==> config.mk <==
export PLATFORM = sky130hd
export DESIGN_NAME = s64x7_lsu_flat
export DESIGN_NICKNAME = d
export VERILOG_FILES = /design/src/rtl/s64x7_lsu_if.sv /design/src/rtl/s64x7_lsu.sv /design/src/flat_wrapper.sv
export SDC_FILE = /design/constraint.sdc
export NUM_CORES = 1
export LEC_CHECK = 0
export CORE_ASPECT_RATIO = 2
export CORE_MARGIN = 2
export CORE_UTILIZATION = 50
export CTS_CLUSTER_SIZE = 12
export DETAILED_ROUTE_END_ITERATION = 16
export PLACE_DENSITY = 0.78
export SETUP_SLACK_MARGIN = 0.3
export SKIP_CTS_REPAIR_TIMING = 1
export SYNTH_ARGS = -nofsm -noshare
export SYNTH_HDL_FRONTEND = slang
export SYNTH_SLANG_ARGS = --single-unit
==> constraint.sdc <==
create_clock -name clk_i -period 15.43 [get_ports clk_i]
set_input_delay 3.8575 -clock clk_i [delete_from_list [all_inputs] [get_ports clk_i]]
set_output_delay 3.8575 -clock clk_i [all_outputs]
set_load 0.05 [all_outputs]
==> src/rtl/s64x7_lsu_if.sv <==
// Wishbone-style data bus between the S64X7 load/store unit (master)
// and the memory system (slave). Widths follow the LSU parameters.
interface s64x7_lsu_if #(
  parameter int DATA_W = 64,
  parameter int ADDR_W = 64
);
  localparam int NB  = DATA_W / 8;
  localparam int LSB = $clog2(NB);

  logic [ADDR_W-LSB-1:0] adr_o;
  logic                  cyc_o;
  logic                  stb_o;
  logic [NB-1:0]         sel_o;
  logic                  we_o;
  logic [DATA_W-1:0]     dat_o;
  logic                  ack_i;
  logic [DATA_W-1:0]     dat_i;

  modport master (
    output adr_o, cyc_o, stb_o, sel_o, we_o, dat_o,
    input  ack_i, dat_i
  );

  modport slave (
    input  adr_o, cyc_o, stb_o, sel_o, we_o, dat_o,
    output ack_i, dat_i
  );
endinterface

==> src/rtl/s64x7_lsu.sv <==
// S64X7 load/store unit: one outstanding access, byte-lane steering,
// boundary-crossing accesses split into two back-to-back bus beats,
// and a watchdog that aborts unacknowledged bus cycles.
module s64x7_lsu #(
  parameter int DATA_W   = 64,
  parameter int ADDR_W   = 64,
  parameter int SPLIT_EN = 1,
  parameter int TIMEOUT  = 16
) (
  input  logic              clk_i,
  input  logic              reset_i,
  input  logic              req_i,
  input  logic              we_i,
  input  logic [1:0]        size_i,
  input  logic              signed_i,
  input  logic [ADDR_W-1:0] addr_i,
  input  logic [DATA_W-1:0] wdata_i,
  output logic              busy_o,
  output logic              done_o,
  output logic              err_o,
  output logic [DATA_W-1:0] rdata_o,
  s64x7_lsu_if.master       bus
);
  localparam int NB   = DATA_W / 8;
  localparam int NB2  = 2 * NB;
  localparam int LSB  = $clog2(NB);
  localparam int IW   = $clog2(DATA_W);
  localparam int WD_W = (TIMEOUT > 1) ? $clog2(TIMEOUT) : 1;
  localparam logic [WD_W-1:0] WD_LAST = WD_W'((TIMEOUT > 0) ? TIMEOUT - 1 : 0);

  typedef enum logic [1:0] {IDLE, CYC1, CYC2, DONE} state_t;
  state_t state, state_d;

  logic              we_r, signed_r, split_r;
  logic [1:0]        size_r;
  logic [LSB-1:0]    off_r;
  logic [NB-1:0]     sel2_r;
  logic [DATA_W-1:0] beat1_r;
  logic [WD_W-1:0]   wdog;

  logic [3:0]          n_in;
  logic [LSB-1:0]      off_in;
  logic                illegal_in, cross_in, aligned_in, reject_in;
  logic [NB2-1:0]      lanes_in;
  logic                in_cyc, expire, abort_flag;
  logic [2*DATA_W-1:0] load_cat;
  logic [DATA_W-1:0]   load_result;

  // Zero- or sign-extend the low (8<<sz) bits; full-width loads pass through.
  function automatic logic [DATA_W-1:0] extend(input logic [DATA_W-1:0] v,
                                               input logic [1:0] sz,
                                               input logic sgn);
    logic [DATA_W-1:0] hi_mask;
    logic              sign;
    int                bits;
    bits = 8 << sz;
    if (bits >= DATA_W) return v;
    hi_mask = {DATA_W{1'b1}} << bits;
    sign    = sgn & v[IW'(bits - 1)];
    return sign ? (v | hi_mask) : (v & ~hi_mask);
  endfunction

  // Naturally aligned stores put the datum on every lane of its size.
  function automatic logic [DATA_W-1:0] repl(input logic [DATA_W-1:0] w,
                                             input logic [1:0] sz);
    case (sz)
      2'd0:    return {NB{w[7:0]}};
      2'd1:    return {(NB/2){w[15:0]}};
      2'd2:    return {(NB/4){w[31:0]}};
      default: return w;
    endcase
  endfunction

  // Misaligned stores rotate byte k onto lane k+off (mod NB), so the same
  // word serves both beats of a split access.
  function automatic logic [DATA_W-1:0] rotl(input logic [DATA_W-1:0] w,
                                             input logic [LSB-1:0] off);
    logic [2*DATA_W-1:0] t;
    t = {w, w} << {off, 3'b000};
    return t[2*DATA_W-1:DATA_W];
  endfunction

  // Decode the incoming request: size, lane offset, lane masks for both beats.
  always_comb begin
    n_in       = 4'd1 << size_i;
    off_in     = addr_i[LSB-1:0];
    illegal_in = (DATA_W == 32) && (size_i == 2'd3);
    cross_in   = (5'(off_in) + 5'(n_in)) > 5'(NB);
    aligned_in = (4'(off_in) & (n_in - 4'd1)) == 4'd0;
    reject_in  = illegal_in || (cross_in && (SPLIT_EN == 0));
    lanes_in   = ((NB2'(1) << n_in) - NB2'(1)) << off_in;
  end

  // Watchdog expiry and load-data assembly across one or two beats.
  always_comb begin
    in_cyc      = (state == CYC1) || (state == CYC2);
    expire      = (TIMEOUT != 0) && in_cyc && !bus.ack_i && (wdog == WD_LAST);
    abort_flag  = (state == IDLE) ? reject_in : !bus.ack_i;
    load_cat    = {bus.dat_i, (state == CYC1) ? bus.dat_i : beat1_r} >> {off_r, 3'b000};
    load_result = extend(load_cat[DATA_W-1:0], size_r, signed_r);
  end

  // State register.
  always_ff @(posedge clk_i or posedge reset_i) begin
    if (reset_i) state <= IDLE;
    else         state <= state_d;
  end

  // Next-state logic.
  always_comb begin
    state_d = state;
    case (state)
      IDLE: if (req_i) state_d = reject_in ? DONE : CYC1;
      CYC1: if (bus.ack_i) state_d = split_r ? CYC2 : DONE;
            else if (expire) state_d = DONE;
      CYC2: if (bus.ack_i || expire) state_d = DONE;
      DONE: state_d = IDLE;
      default: state_d = IDLE;
    endcase
  end

  assign busy_o = (state != IDLE);

  // Request capture, registered bus outputs, watchdog and completion.
  always_ff @(posedge clk_i or posedge reset_i) begin
    if (reset_i) begin
      we_r      <= 1'b0;
      signed_r  <= 1'b0;
      split_r   <= 1'b0;
      size_r    <= '0;
      off_r     <= '0;
      sel2_r    <= '0;
      beat1_r   <= '0;
      wdog      <= '0;
      done_o    <= 1'b0;
      err_o     <= 1'b0;
      rdata_o   <= '0;
      bus.cyc_o <= 1'b0;
      bus.stb_o <= 1'b0;
      bus.we_o  <= 1'b0;
      bus.adr_o <= '0;
      bus.sel_o <= '0;
      bus.dat_o <= '0;
    end else begin
      done_o <= 1'b0;
      err_o  <= 1'b0;
      if (state == IDLE && req_i) begin
        we_r     <= we_i;
        signed_r <= signed_i;
        size_r   <= size_i;
        off_r    <= off_in;
        split_r  <= cross_in;
        sel2_r   <= lanes_in[NB2-1:NB];
        if (!reject_in) begin
          bus.cyc_o <= 1'b1;
          bus.stb_o <= 1'b1;
          bus.we_o  <= we_i;
          bus.adr_o <= addr_i[ADDR_W-1:LSB];
          bus.sel_o <= lanes_in[NB-1:0];
          bus.dat_o <= aligned_in ? repl(wdata_i, size_i) : rotl(wdata_i, off_in);
        end
      end
      if (in_cyc) begin
        if (bus.ack_i) begin
          beat1_r <= bus.dat_i;
          wdog    <= '0;
        end else begin
          wdog <= wdog + 1'b1;
        end
      end
      if (state == CYC1 && bus.ack_i && split_r) begin
        bus.adr_o <= bus.adr_o + 1'b1;
        bus.sel_o <= sel2_r;
      end
      if (state_d == DONE) begin
        bus.cyc_o <= 1'b0;
        bus.stb_o <= 1'b0;
        bus.we_o  <= 1'b0;
        wdog      <= '0;
        done_o    <= 1'b1;
        err_o     <= abort_flag;
        rdata_o   <= (abort_flag || we_r) ? '0 : load_result;
      end
    end
  end
endmodule

==> src/flat_wrapper.sv <==
// flat-port wrapper written by rule: the top's interface ports become plain ports
module s64x7_lsu_flat 
#(
  parameter int DATA_W   = 64,
  parameter int ADDR_W   = 64,
  parameter int SPLIT_EN = 1,
  parameter int TIMEOUT  = 16
)
  (clk_i, reset_i, req_i, we_i, size_i, signed_i, addr_i, wdata_i, busy_o, done_o, err_o, rdata_o, bus_adr_o, bus_cyc_o, bus_stb_o, bus_sel_o, bus_we_o, bus_dat_o, bus_ack_i, bus_dat_i);
  s64x7_lsu_if #(.DATA_W(DATA_W), .ADDR_W(ADDR_W)) bus_i ();
  input  logic clk_i;
  input  logic reset_i;
  input  logic req_i;
  input  logic we_i;
  input  logic [1:0] size_i;
  input  logic signed_i;
  input  logic [ADDR_W-1:0] addr_i;
  input  logic [DATA_W-1:0] wdata_i;
  output logic busy_o;
  output logic done_o;
  output logic err_o;
  output logic [DATA_W-1:0] rdata_o;
  output wire logic [$bits(bus_i.adr_o)-1:0] bus_adr_o;
  output wire logic [$bits(bus_i.cyc_o)-1:0] bus_cyc_o;
  output wire logic [$bits(bus_i.stb_o)-1:0] bus_stb_o;
  output wire logic [$bits(bus_i.sel_o)-1:0] bus_sel_o;
  output wire logic [$bits(bus_i.we_o)-1:0] bus_we_o;
  output wire logic [$bits(bus_i.dat_o)-1:0] bus_dat_o;
  input wire logic [$bits(bus_i.ack_i)-1:0] bus_ack_i;
  input wire logic [$bits(bus_i.dat_i)-1:0] bus_dat_i;
  assign bus_adr_o = bus_i.adr_o;
  assign bus_cyc_o = bus_i.cyc_o;
  assign bus_stb_o = bus_i.stb_o;
  assign bus_sel_o = bus_i.sel_o;
  assign bus_we_o = bus_i.we_o;
  assign bus_dat_o = bus_i.dat_o;
  assign bus_i.ack_i = bus_ack_i;
  assign bus_i.dat_i = bus_dat_i;
  s64x7_lsu #(.DATA_W(DATA_W), .ADDR_W(ADDR_W), .SPLIT_EN(SPLIT_EN), .TIMEOUT(TIMEOUT)) u_core (.clk_i(clk_i), .reset_i(reset_i), .req_i(req_i), .we_i(we_i), .size_i(size_i), .signed_i(signed_i), .addr_i(addr_i), .wdata_i(wdata_i), .busy_o(busy_o), .done_o(done_o), .err_o(err_o), .rdata_o(rdata_o), .bus(bus_i));
endmodule
==> key figures, run 1 <==
Cells and area
  • Post-layout instance area: roughly 25,000 um2
  • Post-route insts no fill: 3,020
  • Final core utilization: 63.5%
  • Reg area: just over 7000 um2
  • NumNets Final: 2,689
  • Most common cell after layout, fill and taps aside: nand2_1
  • Most frequent cells in the layout: nand2_1, clkdlybuf4s50_1, dfrtp_1, o21ai_0, a21oi_1
  • Multi-input gate area: 12,000 um2
  • Area growth from synthesis to layout: 25.1%
  • Layout cells sized above 1: 14.5%
  • FILL cells: 3,327

Timing
  • Final setup viols: 0
  • Final Hold Vio Count: 0
  • F_max: 0.133 GHz
  • Fin. max-slew vios: 0
  • Actual slew at the worst max-slew pin: 1.23 ns
  • Hold WS: 0.474 ns
  • Final Skew: 0.0107 ns
  • Setup TNS: 0 ns
  • Final worst slack: 7.93 ns
  • Fin crit period: 7.50 ns
  • Period Utilization, post-route: between 40% and 50%
  • RSZ-0062 raised after global routing: false
  • Slew Limit Headroom: 18.2%

Critical path
  • Reg2Reg Depth: 10
  • Required time worst endpoint: 15.84 ns
  • Worst setup SP type: input pin
  • Critical Path AT: 7.91 ns
  • CP Capture Type: flip-flop
  • Worst Path Max Fanout: 76
  • Crit Path Category: in -> reg

Floorplan
  • DIE WIDTH: 145 um
  • Core ar.: 39,400 um2
  • Total I/O pin count: 403
  • Die area: 41,800 um2
  • Cell row count: just over 100
  • Starting density of the core: 50.8%
  • Die Ht: approximately 290 um

Yosys
  • Post-synthesis instance total: 2,202
  • Dominant synthesized flop cell: dfrtp_1
  • Netlist Area Pre-Place: 20,000 um2
  • Ys async rst share: 100%
  • Post-Synthesis Mean Instance Area: slightly above 9 um2
  • Seq/Total Area, Yosys: between 30% and 40%
  • Yosys reg bits: around 290
  • Number of synthesized flops with an enable pin: 0
  • Distinct cells, synth: 69
  • Syn_nets: approximately 2,400
  • Synth warnings: 0

Detailed routing
  • Via count: 19,196
  • Vias per inst: 6.36
  • Routed Antenna Nets: 0
  • DRC: 0
  • Total Wirelength: 70,300 um
  • Initial drt markers: roughly 1,500
  • Wire per inst: about 23 um
  • Router iterations before antenna repair: 6

Pwr
  • Total power: 5.43 mW
  • P per Cell Area: ~220 nW/um2
  • Pleak: about 10 nW
  • Worst vdd ir: roughly 0.13 mV

GRT
  • Vias in the first global route: 19,409
  • Global-route usage over all layers: 32.8%
  • Grt total ovfl: 0
  • Antenna violations before repair: 9
  • Largest net degree at the start of global routing: 124
  • First-pass GRT wire length: approximately 110,000 um

Clock network
  • # H-tree levels: 1
  • Reg clk slew, reported paths: 0.07 ns
  • Clock Latency Late Sink: 0.57 ns
  • CTS tree: done
  • Clock buffer depth: 3
  • Num CTS Buffers: 29
  • CTS root buf: clkbuf_16
  • Total clock sinks: 287

Place
  • DP Area: between 20,000 and 25,000 um2
  • Dpl cells: 2,972
  • HPWL Detailed: 51,100 um
  • Routability Congestion: between 0.9 and 1
  • PortBufs: around 400
  • Dpl ws: about 7.5 ns

Flow run
  • Max-cap viol count: 0

Run status
  • Status: completed

Min path
  • Worst hold path type: reg -> reg
  • Hold Path Stages: 2
==> registers in the layout (all words and copies together), names as in the netlist <==
signal,cells
u_core.wdog,4
u_core.bus.adr_o,61
u_core.bus.dat_o,64
u_core.off_r,3
u_core.done_o,1
u_core.bus.we_o,1
u_core.bus.cyc_o,1
u_core.we_r,1
u_core.beat1_r,64
u_core.sel2_r,8
u_core.bus.sel_o,8
u_core.rdata_o,64
u_core.size_r,2
u_core.split_r,1
u_core.state,2
u_core.err_o,1
u_core.signed_r,1
==> final timing paths <==
check	slack [ns]	to	start
max in group asynchronous	9.56	u_core.beat1_r[12]	reset_i
setup / recovery	7.93	u_core.bus.dat_o[58]	size_i[1]
hold / removal	0.47	u_core.rdata_o[44]	u_core.rdata_o[44]
setup reg to reg	11.40	u_core.rdata_o[61]	u_core.state[1]
min in group asynchronous	3.88	u_core.bus.dat_o[51]	reset_i
hold reg to reg	0.47	u_core.rdata_o[44]	u_core.rdata_o[44]
==> cells by family (layout without fill, tap and decap cells) <==
family                   count (synthesis)  in the layout  synth area share (%)
AO/OA/AOI/OAI                          557            557                  17.5
XOR/XNOR                                 2              2                0.0875
adder cells (fa/ha/maj)                 12             12                 0.775
buffers and inverters                  217            505                  4.35
flip-flops                             287            287                  35.9
multiplexers                           369            369                  25.0
other                                    0              5                     0
AND/OR/NAND/NOR                        758            758                  16.4
==> worst max-delay path, stage by stage <==
cell and delay, ns:
clkdlybuf4s50_1 0.45, buf_4 0.45, inv_1 0.46, nand2_1 0.22, inv_1 0.10, ha_1 0.29, inv_1 0.04, a21oi_1 0.18
a21boi_4 0.56, buf_4 0.68, o211ai_1 0.25, a21oi_1 0.20, o31ai_1 0.11
==> cell usage after synthesis, types with 28 or more instances <==
| library cell | n | share of area (%) |
|---|---|---|
| mux2i_1 | 144 | 7.2 |
| o21ai_2 | 30 | 1.3 |
| clkbuf_1 | 134 | 2.5 |
| mux4_2 | 91 | 10 |
| a211oi_1 | 57 | 2.1 |
| o211ai_1 | 32 | 1.2 |
| inv_1 | 31 | 0.58 |
| dfrtp_1 | 287 | 36 |
| nand2_1 | 433 | 8.1 |
| nor2_1 | 138 | 2.6 |
| mux2_2 | 130 | 7.3 |
| nand3_1 | 50 | 1.3 |
| a21oi_1 | 153 | 3.8 |
| o21ai_0 | 163 | 4.1 |
| buf_1 | 28 | 0.52 |
==> area by class of cell <==
class                      instances  share of cell area, %
antenna                            5                 0.0499
tap                              525                   2.62
timing repair buffer             428                   16.8
clock buffer                      40                   3.26
clock inverter                     3                 0.0599
inverter                          34                  0.539
sequential                       287                   28.7
multi-input combinational       1698                   48.0
==> per-layer routing <==
layer  wire (um)  GRT usage [%]  vias to the layer above
met5          54              0                        -
met1       22700           34.0                     9295
li1            -              -                     8580
met4        5570           23.9                        8
met2       37000           59.4                     1032
met3        4940           5.44                      281
==> report_power, final <==
part	total [mW]	internal [mW]	switching (mW)
Sequential	1.46	1.10	0.367
Clock	0.667	0.362	0.305
Combinational	3.30	1.26	2.04
Total	5.43	2.72	2.71
No activity file was read; power rests on OpenSTA's default activity.
==> run 2, diff against run 1 <==
Clock period 15.43 ns to 7.8 ns, I/O delays scaled along.
==> key figures, run 2 (synthesis gave the netlist of run 1 again) <==
Cells and area
  • Reg area: 7190 um2
  • NumNets Final: 2,695
  • Multi-input gate area: about 12,000 um2
  • Biggest regs: u_core.beat1_r: 64 flops, u_core.bus.dat_o: 64 flops, u_core.rdata_o: 64 flops
  • Most frequent cells in the layout: nand2_1, clkdlybuf4s50_1, dfrtp_1, o21ai_0, a21oi_1
  • Most common cell after layout, fill and taps aside: nand2_1
  • Layout cells sized above 1: 14.6%
  • FILL cells: between 3,000 and 4,000
  • Post-layout instance area: approximately 25,000 um2
  • Area growth from synthesis to layout: 25.3%

Floorplan
  • DIE WIDTH: 145 um
  • Die Ht: 287 um
  • Die area: around 42,000 um2
  • Core ar.: 39,400 um2
  • Total I/O pin count: 403
  • Starting density of the core: about half
  • Cell row count: slightly above 100

Pwr
  • Int Power: around 5.4 mW
  • Net Sw Power: about 5.4 mW
  • Worst vdd ir: 0.262 mV
  • Clk pwr share: 12.0%
  • Part of the power in registers: 27.2%
  • Pleak: roughly 10 nW
  • Comb pwr share: 60.8%
  • P per Cell Area: 429 nW/um2
  • Switch share: 50.1%
  • Total power: 10.7 mW

Critical path
  • Top Family by Delay on Critical Path: buffers and inverters
  • CP Capture Type: flip-flop
  • WP buf/inv: 6
  • Required time worst endpoint: 8.20 ns
  • Worst Path Max Fanout: 41
  • Critical Path AT: 5.99 ns
  • Max stage delay on crit path: between 0.8 and 0.9 ns
  • Worst setup SP type: input pin
  • Crit Path Category: in -> reg
  • CP cell instances: clkdlybuf4s50_1 -> buf_4 -> inv_1 -> nand2_1 -> inv_1 -> ha_1 -> inv_1 -> a21oi_1 -> a21boi_4 -> buf_4 -> a21oi_1 -> a21oi_1 -> o21ai_0
  • Critical-path cell with the highest stage delay: clkdlybuf4s50_1

GRT
  • Vias in the first global route: ~19,000
  • Grt total ovfl: 0
  • Largest net degree at the start of global routing: 103
  • Global-route usage over all layers: about 34%
  • First-pass GRT wire length: 111,000 um
  • Antenna violations before repair: 11

Clock network
  • Clock buffer depth: 3
  • CTS tree: done
  • Reg clk slew, reported paths: 0.06 ns
  • Total clock sinks: roughly 290
  • Num CTS Buffers: 29
  • CTS root buf: clkbuf_16
  • Clock Latency Late Sink: 0.57 ns
  • # H-tree levels: 1

Detailed routing
  • Router iterations before antenna repair: 6
  • DRC: 0
  • Routed Antenna Nets: 0
  • Vias per inst: 6.35
  • Wire per inst: 23.8 um
  • Total Wirelength: around 72,000 um
  • Via count: 19,231
  • Initial drt markers: ~1,500

Timing
  • Fin. max-slew vios: 0
  • Slew Limit Headroom: between 20% and 30%
  • Final Skew: 0.0155 ns
  • RSZ-0062 raised after global routing: false
  • Actual slew at the worst max-slew pin: ~1.1 ns
  • F_max: 0.179 GHz
  • Setup TNS: 0 ns
  • Final Hold Vio Count: 0
  • Period Utilization, post-route: 71.7%
  • Final setup viols: 0
  • Fin crit period: 5.59 ns

Place
  • PortBufs: 402
  • DP Area: 24,300 um2
  • HPWL Detailed: approximately 53,000 um
  • Routability Congestion: 0.975

Min path
  • Worst hold path type: reg -> reg

Run status
  • Status: completed

Flow run
  • Max-cap viol count: 0
==> run 2: power groups by stage <==
stage	Sequential (mW)	Clock (mW)	Combinational, mW
floorplan	4.15	0	3.13
global placement	2.90	0	6.38
detailed placement	2.91	0	6.51
CTS	2.90	1.32	6.53
global route	3.00	1.36	6.93
finish	2.93	1.29	6.53
==> run 2: cell type report <==
class / instances / share of cell area (%)
multi-input cells: 1698 / 47.9
flip-flops and latches: 287 / 28.7
repair buffers: 434 / 17.0
clock buffers: 39 / 3.12
well taps: 525 / 2.62
inverters: 34 / 0.524
clock inverters: 3 / 0.0748
diodes: 7 / 0.0698
==> run 2: routing by layer <==
layer / global-route usage [%] / routed length (um)
met1: 35.3 / 23800
met2: 60.9 / 37500
met3: 5.56 / 4680
met4: 24.9 / 6210
met5: 0 / 51
==> run 2: through the flow <==
step	hold slack [ns]	std cells	util, %	setup WS, ns
floorplan	0.443	2202	-	2.04
global placement	0.462	2978	61.5	1.84
detailed placement	0.464	2978	61.5	1.73
CTS	0.478	3020	63.6	2.30
global route	0.498	3027	63.6	1.93
finish	0.475	3027	63.6	2.21
==> run 2: worst register-to-register path, cell delays in order, from the launching register on <==
cell and delay, ns:
dfrtp_1 0.42, inv_1 0.14, ha_4 0.31, buf_4 0.69, mux2_2 0.47, mux4_2 0.49
mux2_4 0.31, o2111a_2 0.30, o22ai_4 0.12, buf_4 0.49, o21ai_0 0.21
==> run 2: final timing paths <==
kind | from | end | slack [ns] | cells past startpoint
worst max-delay path | size_i[1] | u_core.bus.dat_o[61] | 2.21 | 13
worst min-delay path | u_core.rdata_o[44] | u_core.rdata_o[44] | 0.47 | 2
worst max register to register | u_core.state[1] | u_core.rdata_o[61] | 3.71 | 10
worst min register to register | u_core.rdata_o[44] | u_core.rdata_o[44] | 0.47 | 2
max in group asynchronous | reset_i | u_core.bus.sel_o[2] | 4.63 | 4
min in group asynchronous | reset_i | u_core.rdata_o[2] | 1.68 | 2
==> run 3, diff against run 2 <==
Settings changed: CORE_UTILIZATION 50 to 48.
Clock period 7.8 ns to 4.9 ns, I/O delays scaled along.
==> key figures, run 3 (synthesis gave the netlist of run 1 again) <==
Run status
  • Status: completed

Cells and area
  • Area growth from synthesis to layout: 26.1%
  • NumNets Final: 2,700
  • FILL cells: 3,537
  • Layout cells sized above 1: roughly 15%
  • Post-layout instance area: 25,200 um2
  • Most frequent cells in the layout: nand2_1, clkdlybuf4s50_1, dfrtp_1, o21ai_0, a21oi_1
  • Biggest regs: u_core.beat1_r: 64 flops, u_core.bus.dat_o: 64 flops, u_core.rdata_o: 64 flops
  • Most common cell after layout, fill and taps aside: nand2_1

Clock network
  • Reg clk slew, reported paths: 0.06 ns
  • CTS tree: done
  • CTS root buf: clkbuf_16
  • Clock Latency Late Sink: 0.57 ns
  • # H-tree levels: 1
  • Clock buffer depth: 3
  • Total clock sinks: 287
  • Num CTS Buffers: 29

Timing
  • RSZ-0062 raised after global routing: false
  • F_max: 0.279 GHz
  • Period Utilization, post-route: 73.2%
  • Actual slew at the worst max-slew pin: approximately 1.3 ns
  • Setup TNS: 0 ns
  • Slew Limit Headroom: approximately a tenth
  • Final worst slack: 1.31 ns
  • Fin. max-slew vios: 0
  • Fin crit period: 3.59 ns
  • Final Hold Vio Count: 0
  • Final Skew: 0.0137 ns
  • Final setup viols: 0
  • Hold WS: 0.476 ns

Place
  • Routability Congestion: 0.946
  • PortBufs: between 400 and 500
  • HPWL Detailed: ~55,000 um
  • DP Area: 24,400 um2
  • Dpl ws: 0.831 ns

Floorplan
  • Die Ht: 293 um
  • Cell row count: about 110
  • Die area: 43,500 um2
  • Total I/O pin count: slightly above 400
  • Core ar.: about 40,000 um2
  • DIE WIDTH: approximately 150 um
  • Starting density of the core: 48.7%

Critical path
  • Worst Path Max Fanout: 10
  • Critical Path AT: 2.36 ns
  • Required time worst endpoint: between 3 and 4 ns
  • CP Capture Type: output pin
  • Worst setup SP type: flip-flop
  • Crit Path Category: reg -> out

GRT
  • Global-route usage over all layers: between 30 and 40%
  • Vias in the first global route: a little under 20,000
  • Largest net degree at the start of global routing: 163
  • First-pass GRT wire length: 113,000 um
  • Grt total ovfl: 0
  • Antenna violations before repair: 11

Pwr
  • P per Cell Area: 680 nW/um2
  • Pleak: 10.3 nW
  • Worst vdd ir: between 0.5 and 0.6 mV

Detailed routing
  • Total Wirelength: 73,400 um
  • Router iterations before antenna repair: 5
  • Wire per inst: about 24 um
  • Initial drt markers: 1,466
  • Routed Antenna Nets: 0
  • Via count: 19,355
  • DRC: 0
  • Vias per inst: 6.35

Min path
  • Worst hold path type: reg -> reg

Flow run
  • Max-cap viol count: 0
run 3: layer usage:
metal  routed length, um  up-vias  GRT usage [%]
met5                  27        -              0
met4                6100        4           23.0
met3                5270      274           5.65
met2               38100     1051           59.9
met1               24000     9403           35.2
li1                    -     8623              -
run 3: worst paths after layout:
kind,slack [ns],cells after the start,startpoint,end
min,0.48,2,u_core.rdata_o[34],u_core.rdata_o[34]
max,1.31,4,u_core.state[1],busy_o
max reg2reg,1.41,8,u_core.state[1],u_core.rdata_o[9]
min reg2reg,0.48,2,u_core.rdata_o[34],u_core.rdata_o[34]
min in group asynchronous,1.15,2,reset_i,u_core.beat1_r[9]
max in group asynchronous,2.67,3,reset_i,u_core.bus.adr_o[4]
run 3: power breakdown:
| group | switching, mW | internal [mW] |
|---|---|---|
| sequential | 1.10 | 3.45 |
| clock | 0.951 | 1.10 |
| combinational | 6.53 | 4.02 |
run 3: layout make-up:
type	instances	area, um2	share of cell area [%]
repair buffers	439	4400	17.4
clock inverters	4	20.0	0.0793
inverters	34	131	0.520
diodes	9	22.5	0.0892
multi-input cells	1698	12000	47.6
flip-flops and latches	287	7190	28.5
clock buffers	40	787	3.12
well taps	535	669	2.65
run 3: critical path, cell delays in order, from the launching register on:
cell and delay, ns:
dfrtp_1 0.42, inv_1 0.14, ha_1 0.43, inv_1 0.09, clkdlybuf4s50_1 0.72
run 3: through the flow:
| step | power, mW | std cells | utilization, % |
|---|---|---|---|
| floorplan | 11.6 | 2202 | - |
| global route | 18.0 | 3046 | 61.4 |
| detailed placement | 15.0 | 2993 | 59.4 |
| global placement | 14.8 | 2993 | 59.4 |
| CTS | 17.2 | 3037 | 61.3 |
| finish | 17.2 | 3046 | 61.4 |
